--- src/rtl/fetch_unit_pkg.sv ---
// rtl/fetch_unit_pkg.sv - shared encodings for the fetch stage
// Purpose: next-PC select codes, bubble instruction, reset vector and the
//          address-map nibbles used by the fetch stage region decode.
// Ports:   none (package).
package fetch_unit_pkg;

  typedef enum logic [1:0] {
    PC_SEL_PLUS4  = 2'b00,
    PC_SEL_BRANCH = 2'b01,
    PC_SEL_JUMP   = 2'b10,
    PC_SEL_RSVD   = 2'b11
  } pc_sel_e;

  typedef enum logic [1:0] {
    REGION_BIOS = 2'b00,
    REGION_IMEM = 2'b01,
    REGION_NONE = 2'b10
  } region_e;

  localparam logic [31:0] NOP_INSTR_DEF = 32'h0000_0013;
  localparam logic [31:0] RESET_PC_DEF  = 32'h4000_0000;

  localparam logic [3:0] NIB_BIOS  = 4'h4;
  localparam logic [3:0] NIB_IMEM0 = 4'h1;
  localparam logic [3:0] NIB_IMEM1 = 4'h2;

  function automatic region_e region_of(input logic [3:0] nib);
    case (nib)
      NIB_BIOS:             return REGION_BIOS;
      NIB_IMEM0, NIB_IMEM1: return REGION_IMEM;
      default:              return REGION_NONE;
    endcase
  endfunction

endpackage

--- src/rtl/fetch_unit_pc_next_mux.sv ---
// rtl/fetch_unit_pc_next_mux.sv - prioritised next-PC select with word alignment
// Purpose: picks the next fetch address (reset > stall > branch > jump > pc+4)
//          and clears the two low bits so memories always see word addresses.
// Ports:   rst, stall        - priority overrides
//          pc_sel            - redirect select from decode
//          pc_q              - current PC
//          branch_tgt, jump_tgt - redirect targets
//          pc_next           - aligned next PC
module fetch_unit_pc_next_mux
  import fetch_unit_pkg::*;
#(
  parameter int          XLEN     = 32,
  parameter logic [XLEN-1:0] RESET_PC = RESET_PC_DEF
) (
  input  logic            rst,
  input  logic            stall,
  input  logic [1:0]      pc_sel,
  input  logic [XLEN-1:0] pc_q,
  input  logic [XLEN-1:0] branch_tgt,
  input  logic [XLEN-1:0] jump_tgt,
  output logic [XLEN-1:0] pc_next
);

  logic [XLEN-1:0] pc_raw;
  pc_sel_e         sel;

  always_comb begin
    sel    = pc_sel_e'(pc_sel);
    pc_raw = pc_q + XLEN'(4);
    if (rst) begin
      pc_raw = RESET_PC;
    end else if (stall) begin
      // decode re-presents its select after the stall, so ignore it here
      pc_raw = pc_q;
    end else begin
      case (sel)
        PC_SEL_BRANCH: pc_raw = branch_tgt;
        PC_SEL_JUMP:   pc_raw = jump_tgt;
        default:       pc_raw = pc_q + XLEN'(4);
      endcase
    end
    pc_next = {pc_raw[XLEN-1:2], 2'b00};
  end

endmodule

--- src/rtl/fetch_unit.sv ---
// rtl/fetch_unit.sv - fetch stage: PC, memory addressing, squash and fetch count
// Purpose: owns the PC, drives the synchronous BIOS/IMEM read ports with the
//          next PC so the returned word lines up with pcF, squashes wrong-path
//          and unmapped fetches to a NOP, and counts delivered instructions.
// Ports:   clk, rst (sync, active-high)
//          stallF, pc_selD, branch_tgtD, jump_tgtD - control from decode
//          bios_addr/bios_dout, imem_addr/imem_dout - instruction memories
//          pcF, pc_plus4F, instrF                   - to the F/D register
//          fetch_fault                              - pcF unmapped
//          fetch_cnt                                - delivered instruction count
module fetch_unit
  import fetch_unit_pkg::*;
#(
  parameter int              XLEN      = 32,
  parameter logic [XLEN-1:0] RESET_PC  = RESET_PC_DEF,
  parameter logic [XLEN-1:0] NOP_INSTR = NOP_INSTR_DEF,
  parameter int              BIOS_AW   = 12,
  parameter int              IMEM_AW   = 14
) (
  input  logic               clk,
  input  logic               rst,
  input  logic               stallF,
  input  logic [1:0]         pc_selD,
  input  logic [XLEN-1:0]    branch_tgtD,
  input  logic [XLEN-1:0]    jump_tgtD,
  output logic [BIOS_AW-1:0] bios_addr,
  input  logic [XLEN-1:0]    bios_dout,
  output logic [IMEM_AW-1:0] imem_addr,
  input  logic [XLEN-1:0]    imem_dout,
  output logic [XLEN-1:0]    pcF,
  output logic [XLEN-1:0]    pc_plus4F,
  output logic [XLEN-1:0]    instrF,
  output logic               fetch_fault,
  output logic [31:0]        fetch_cnt
);

  logic [XLEN-1:0] pc_q, pc_d, pc_next;
  logic [31:0]     fetch_cnt_q, fetch_cnt_d;
  region_e         region;
  logic            unmapped;
  logic            redirect;
  logic            squash;

  fetch_unit_pc_next_mux #(
    .XLEN     (XLEN),
    .RESET_PC (RESET_PC)
  ) u_pc_next_mux (
    .rst        (rst),
    .stall      (stallF),
    .pc_sel     (pc_selD),
    .pc_q       (pc_q),
    .branch_tgt (branch_tgtD),
    .jump_tgt   (jump_tgtD),
    .pc_next    (pc_next)
  );

  // Addressing with pc_next makes the read data land in the cycle pc_q holds
  // that address, so fetch needs no bubble; a stall re-reads the same word.
  assign bios_addr = pc_next[BIOS_AW+1:2];
  assign imem_addr = pc_next[IMEM_AW+1:2];

  always_comb begin
    region   = region_of(pc_q[XLEN-1:XLEN-4]);
    unmapped = (region == REGION_NONE);
    redirect = !stallF && ((pc_selD == PC_SEL_BRANCH) || (pc_selD == PC_SEL_JUMP));
    squash   = rst || unmapped || redirect;

    instrF = NOP_INSTR;
    if (!squash) begin
      case (region)
        REGION_BIOS: instrF = bios_dout;
        REGION_IMEM: instrF = imem_dout;
        default:     instrF = NOP_INSTR;
      endcase
    end

    pc_d = pc_next;

    fetch_cnt_d = fetch_cnt_q;
    if (rst) begin
      fetch_cnt_d = 32'd0;
    end else if (!stallF && !squash) begin
      fetch_cnt_d = fetch_cnt_q + 32'd1;
    end
  end

  always_ff @(posedge clk) begin
    pc_q        <= pc_d;
    fetch_cnt_q <= fetch_cnt_d;
  end

  assign pcF         = pc_q;
  assign pc_plus4F   = pc_q + XLEN'(4);
  assign fetch_fault = unmapped && !rst;
  assign fetch_cnt   = fetch_cnt_q;

endmodule
--- config.mk ---
export PLATFORM = sky130hd
export DESIGN_NAME = fetch_unit
export DESIGN_NICKNAME = d
export VERILOG_FILES = /design/src/rtl/fetch_unit_pkg.sv /design/src/rtl/fetch_unit_pc_next_mux.sv /design/src/rtl/fetch_unit.sv
export SDC_FILE = /design/constraint.sdc
export NUM_CORES = 1
export LEC_CHECK = 0
export ABC_AREA = 1
export BUFFER_PORTS_ARGS = -buffer_cell sky130_fd_sc_hd__buf_2
export CAP_MARGIN = 20
export CORE_MARGIN = 1
export CORE_UTILIZATION = 36
export DETAILED_ROUTE_END_ITERATION = 8
export PLACE_DENSITY = 0.79
export REMOVE_ABC_BUFFERS = 1
export SETUP_SLACK_MARGIN = 0.1
export SYNTH_ARGS = -nofsm -noshare
export SYNTH_HDL_FRONTEND = slang
export SYNTH_SLANG_ARGS = --single-unit
--- constraint.sdc ---
create_clock -name clk -period 2.3 [get_ports clk]
set_input_delay 0.345 -clock clk [delete_from_list [all_inputs] [get_ports clk]]
set_output_delay 0.345 -clock clk [all_outputs]
set_load 0.02 [all_outputs]
After elaboration in Yosys (flattened, before gate mapping)
Cells that the tools add are included.
- logic and storage cells: 29
- input bits: 133
- flip-flop bits (word level): 62
- multiplexer cells: 6
- reductions and logical operators: 11
- eq/ne operators: 7
- add/sub/neg operators: 2
- operators with widths (kind ; number):
    $pmux W32 S2 ; 2
    $add A32 B1 Y32 const B ; 1
    $add A32 B3 Y32 const B ; 1
    $mux W16 ; 2
    $mux W32 ; 1
    $eq A2 B1 Y1 const B ; 2
    $eq A2 B2 Y1 const B ; 2
    $eq A4 B1 Y1 const B ; 1
    $eq A4 B2 Y1 const B ; 1
    $eq A4 B3 Y1 const B ; 1
    $pmux W2 S2 ; 1
    $logic_and A1 B1 Y1 ; 3
    $logic_not A1 Y1 ; 3
    $logic_or A1 B1 Y1 ; 3
    $logic_not A2 Y1 ; 1
    $reduce_or A2 Y1 ; 1

Longest topological paths before layout
- depth in word-level cells: 8
- mapped depth: 12

Modules after synthesis
Synthesis repeated with hierarchy kept, for this count alone.
- cells, all modules: 964
- area total of the unflattened synthesis: 5896.9 µm²
- by module, submodules not included (module ; area an instance (µm²) ; instances ; seq. area each (µm²) ; cells an instance):
    fetch_unit ; 3941.3 ; 1 ; 1281.2 ; 603
    fetch_unit_pc_next_mux ; 1955.6 ; 1 ; 0.0 ; 361

Least setup slack after synthesis
OpenSTA, ideal clock, no wires.
- kind: register to output
- start: register pc_q[3], in the netlist pcF[3]
- end: output port imem_addr[10]
- buffers on the path: 1
- path slack: -286 ps
- data arrival time: 2241 ps
- data required time: 1955 ps
- stages on the path, launching flop included: 9
- cells stage by stage: dfxtp_1 -> ha_1 -> nand2_1 -> nor2_4 -> nand3b_1 -> xnor2_1 -> nand2_1 -> a21oi_1 -> buf_4
- cells in the longest elaborated chain, start to end: 4
- ends and longest elaborated chain (item ; RTL line ; RTL):
    start: declaration ; fetch_unit.sv:37 ; logic [XLEN-1:0] pc_q, pc_d, pc_next;
    start signal: assignment ; fetch_unit.sv:88 ; pc_q <= pc_d;
    $add A32 B3 Y32 ; - ;
    net pc_plus4F[12] ; fetch_unit.sv:31 ; output logic [XLEN-1:0] pc_plus4F,
    $pmux W32 S2 ; fetch_unit_pc_next_mux.sv:36 ; case (sel)
    $mux W16 ; fetch_unit_pc_next_mux.sv:32 ; end else if (stall) begin
    $mux W16 ; fetch_unit_pc_next_mux.sv:30 ; if (rst) begin
    end: declaration ; fetch_unit.sv:28 ; output logic [IMEM_AW-1:0] imem_addr,
The timed path passes the listed nets, and every way through them passes these cells.

Worst setup path after layout
- start: register pc_q[4], in the netlist pcF[4]
- end: output port bios_addr[11]
- cells in the longest elaborated chain, start to end: 4
- ends and longest elaborated chain (item ; RTL line ; RTL):
    $add A32 B3 Y32 ; fetch_unit_pc_next_mux.sv:39 ; default: pc_raw = pc_q + XLEN'(4);
    $pmux W32 S2 ; fetch_unit_pc_next_mux.sv:36 ;
    $mux W16 ; fetch_unit_pc_next_mux.sv:32 ;
    $mux W16 ; fetch_unit_pc_next_mux.sv:30 ;
    end: declaration ; fetch_unit.sv:26 ; output logic [BIOS_AW-1:0] bios_addr,
Every way passes these cells.

==> results.md <==
* R2R cell count at 8
* DRT iter0 DRCs at 429
* Fmax at 454 MHz
* Post-synthesis sequential area ratio at 24.9%
* Final min period at 2.20 ns
* Count of distinct cell types in the synthesized netlist at 33
* Initial Util at 37.3%
* Flop pwr share at 35.3%
* Final hold vios at 0
* Startpoint types: register
* Hold Path Sink: pcF[2]$_DFF_P_
* CTS sink cnt at 62
* Hold-fix buffer count after cts at 0
* NetSw at 1070 µW
* Worst hold stages at 3
* Clk_skew at 0.00717 ns
* Max-slew violation count at 0
* I/O Buffers at 279
* Clk slew on worst S/H paths at 0.06 ns
* P&R area growth vs syn at 42.6%
* Most used flip-flop cell after synthesis: dfxtp_1
* Die area at 14300 µm²
* Die X at 120 µm
* Combinational Power Share at 25.9%
* Clock latency on the worst-skew pair at 0.33 ns
* Cells after DPL at 1250
* Yosys reg bits at 62
* CTS Buffer Depth at 2
* Worst Min Path Start: jump_tgtD[2]
* Largest net degree at the start of global routing at 33
* Critical path type: reg2out
* Worst EP required at 1.96 ns
* Routed WL per cell at 14.3 µm
* Final setup fails at 0
* H-tree Lvls at 3
* Max Cap Violations at 0
* Warnings from Yosys at 0
* Remaining antenna violation count at 0
* Top-Level Pins at 288
* Post-DP HPWL at 13.8 mm
* Async SR Flop Fraction at 0%
* RR Endpoint: fetch_cnt[10]$_SDFFE_PP0P_
* CTS tree: yes
* Status: finished clean
* Setup slack, reg-to-reg at 0.60 ns
* Initial antenna violation count at 0
* Crit end category: output port
* Post-synthesis instance area at 4980 µm²
* Global route overflow at 0
* Detailed Routing Iterations Pass 1 at 5
* Die Y at 120 µm
* Total internal power at 2180 µW
* Root Driver: clkbuf_16
* EDFF count, synth at 0
* Post-synthesis cell count at 823
* Vias at 6487
* Vias in the first global route at 5833
* Clk pwr share at 38.8%
* Final Non-Filler Cells at 1274
* Setup TNS at 0 ns
* First-pass GRT wire length at 27.9 mm
* Routed WL at 18.2 mm
* TritonCTS buffer count at 9
* Share of layout cells above drive strength 1 at 38.3%
* Vias/cell at 5.09
* Global placer's final weighted congestion at 0.913
* Hold/Removal Path Class: in2reg
* GRT Util Overall at 24.6%
* R2r startpoint: fetch_cnt[0]$_SDFFE_PP0P_
* RSZ-0062 raised after global routing: true
* Max VDD drop at 0.318 mV
* N_diodes at 0
* Final period util at 95.8%
* CP max FO at 5
* Core Region at 13300 µm²
* Syn avg cell area at 6.06 µm²
* Leak Pwr at 0.00336 µW
* Switch share at 32.9%
* DRC viols at 0
* Layout Nets at 1230
* WP data arrival at 1.86 ns
* Pwr/cell area at 458 nW/µm²
* # rows at 42
==> critical path, cell delays in order, from the launching register on <==
cell and delay, ns:
dfxtp_4 0.39, nand2_2 0.07, nor2_4 0.21, nand2_4 0.13, nor2_4 0.12, or2_2 0.12, nand3_1 0.07, a21oi_2 0.22
buf_4 0.18
==> layout by cell type (no fill, tap or decap), types with 9 or more instances in the layout <==
master / n
nor2_4: 12
nand2_1: 258
dfxtp_2: 17
a22oi_1: 56
buf_4: 32
nor2_1: 112
a21oi_2: 9
a21oi_1: 47
nand3_1: 37
dfxtp_1: 38
nor2_2: 19
nand2_2: 9
clkbuf_16: 9
a22o_1: 26
buf_2: 269
inv_1: 58
xor2_1: 10
==> timing repair <==
item                                    CTS  global route
endpoints found under the setup margin   48            66
pin swaps                                11            14
setup buffers                             7             1
gates resized for setup                  39            58
==> how the worst max path moves through the flow <==
stage              startpoint                         to  slack (ns)  cells past startpoint
2_1_floorplan      pc_selD[0]  fetch_cnt[2]$_SDFFE_PP0P_       -0.77                      8
3_3_place_gp       pc_selD[0]                  instrF[7]        0.10                      9
3_5_place_dp       pc_selD[0]                  instrF[2]        0.07                      9
4_1_cts        pcF[3]$_DFF_P_              imem_addr[10]        0.08                      8
5_1_grt        pcF[3]$_DFF_P_              imem_addr[10]       0.002                      8
6_report       pcF[4]$_DFF_P_              bios_addr[11]         0.1                      8
==> logic make-up (layout without fill, tap and decap cells) <==
kind of cell | after synthesis | after routing | share of synthesized area (%)
flip-flops | 62 | 62 | 24.9
AO/OA/AOI/OAI | 150 | 150 | 20.2
XOR/XNOR | 20 | 20 | 3.51
other | 1 | 4 | 0.0752
adder cells (fa/ha/maj) | 4 | 4 | 1.00
buffers and inverters | 118 | 390 | 10.9
AND/OR/NAND/NOR | 468 | 468 | 39.5
==> Yosys cell counts, types with 2 or more instances <==
cell	n	share of area [%]
a21oi_1	56	5.6
a22o_1	26	4.6
a22oi_1	56	8.4
a31oi_1	2	0.25
and2_1	3	0.38
buf_1	5	0.38
buf_2	8	0.80
buf_4	16	2.4
buf_6	4	0.90
clkbuf_1	19	1.4
dfxtp_1	62	25
ha_1	4	1.0
inv_1	61	4.6
inv_2	5	0.38
nand2_1	265	20
nand2_2	6	0.75
nand3_1	40	4.0
nand3_2	2	0.40
nand3b_1	3	0.45
nor2_1	120	9.0
nor2_2	16	2.0
nor2_4	7	1.6
nor3_1	3	0.30
o211ai_1	2	0.30
o21ai_0	6	0.60
xnor2_1	9	1.6
xor2_1	11	1.9
==> routing by layer <==
metal | vias to the layer above | track usage, % | share of wire [%] | wire (µm)
met3 | 43 | 4.52 | 6.4 | 1160
met5 | - | 0 | 0 | 0
li1 | 3211 | - | - | -
met4 | 0 | 10.1 | 3.0 | 555
met2 | 295 | 43.7 | 50 | 9120
met1 | 2938 | 29.0 | 40 | 7370
==> through the flow <==
stage                     setup slack (ns)  hold WS [ns]  utilization (%)  instance area, µm²  power, µW
after CTS                           0.0755         0.301             51.9                6930       3250
after global routing               0.00221         0.332             53.3                7110       3380
final                               0.0973         0.313             53.3                7110       3250
after detailed placement            0.0724         0.497             48.6                6490       1970
after floorplan                     -0.767         0.414                -                4700       1600
after global placement               0.104         0.484             48.6                6490       1960
==> state kept, by name, indices dropped and copies added (netlist names) <==
| signal | cells |
|---|---|
| fetch_cnt | 32 |
| pcF | 30 |
==> power by group through the flow <==
| stage | sequential [µW] | clock (µW) | combinational, µW |
|---|---|---|---|
| global route | 1150 | 1330 | 900 |
| floorplan | 1190 | 0 | 416 |
| global placement | 1170 | 0 | 798 |
| CTS | 1150 | 1280 | 821 |
| finish | 1150 | 1260 | 842 |
| detailed placement | 1170 | 0 | 806 |
==> cell type report <==
type / instances / area [µm²]
Clock buffer: 12 / 246
Sequential cell: 62 / 1290
Tap cell: 176 / 220
Inverter: 66 / 253
Timing Repair Buffer: 308 / 1670
Multi-Input combinational cell: 646 / 3410
Clock inverter: 4 / 22.5
Fill cell: 1338 / 6240
No activity file was read; power rests on OpenSTA's default activity.
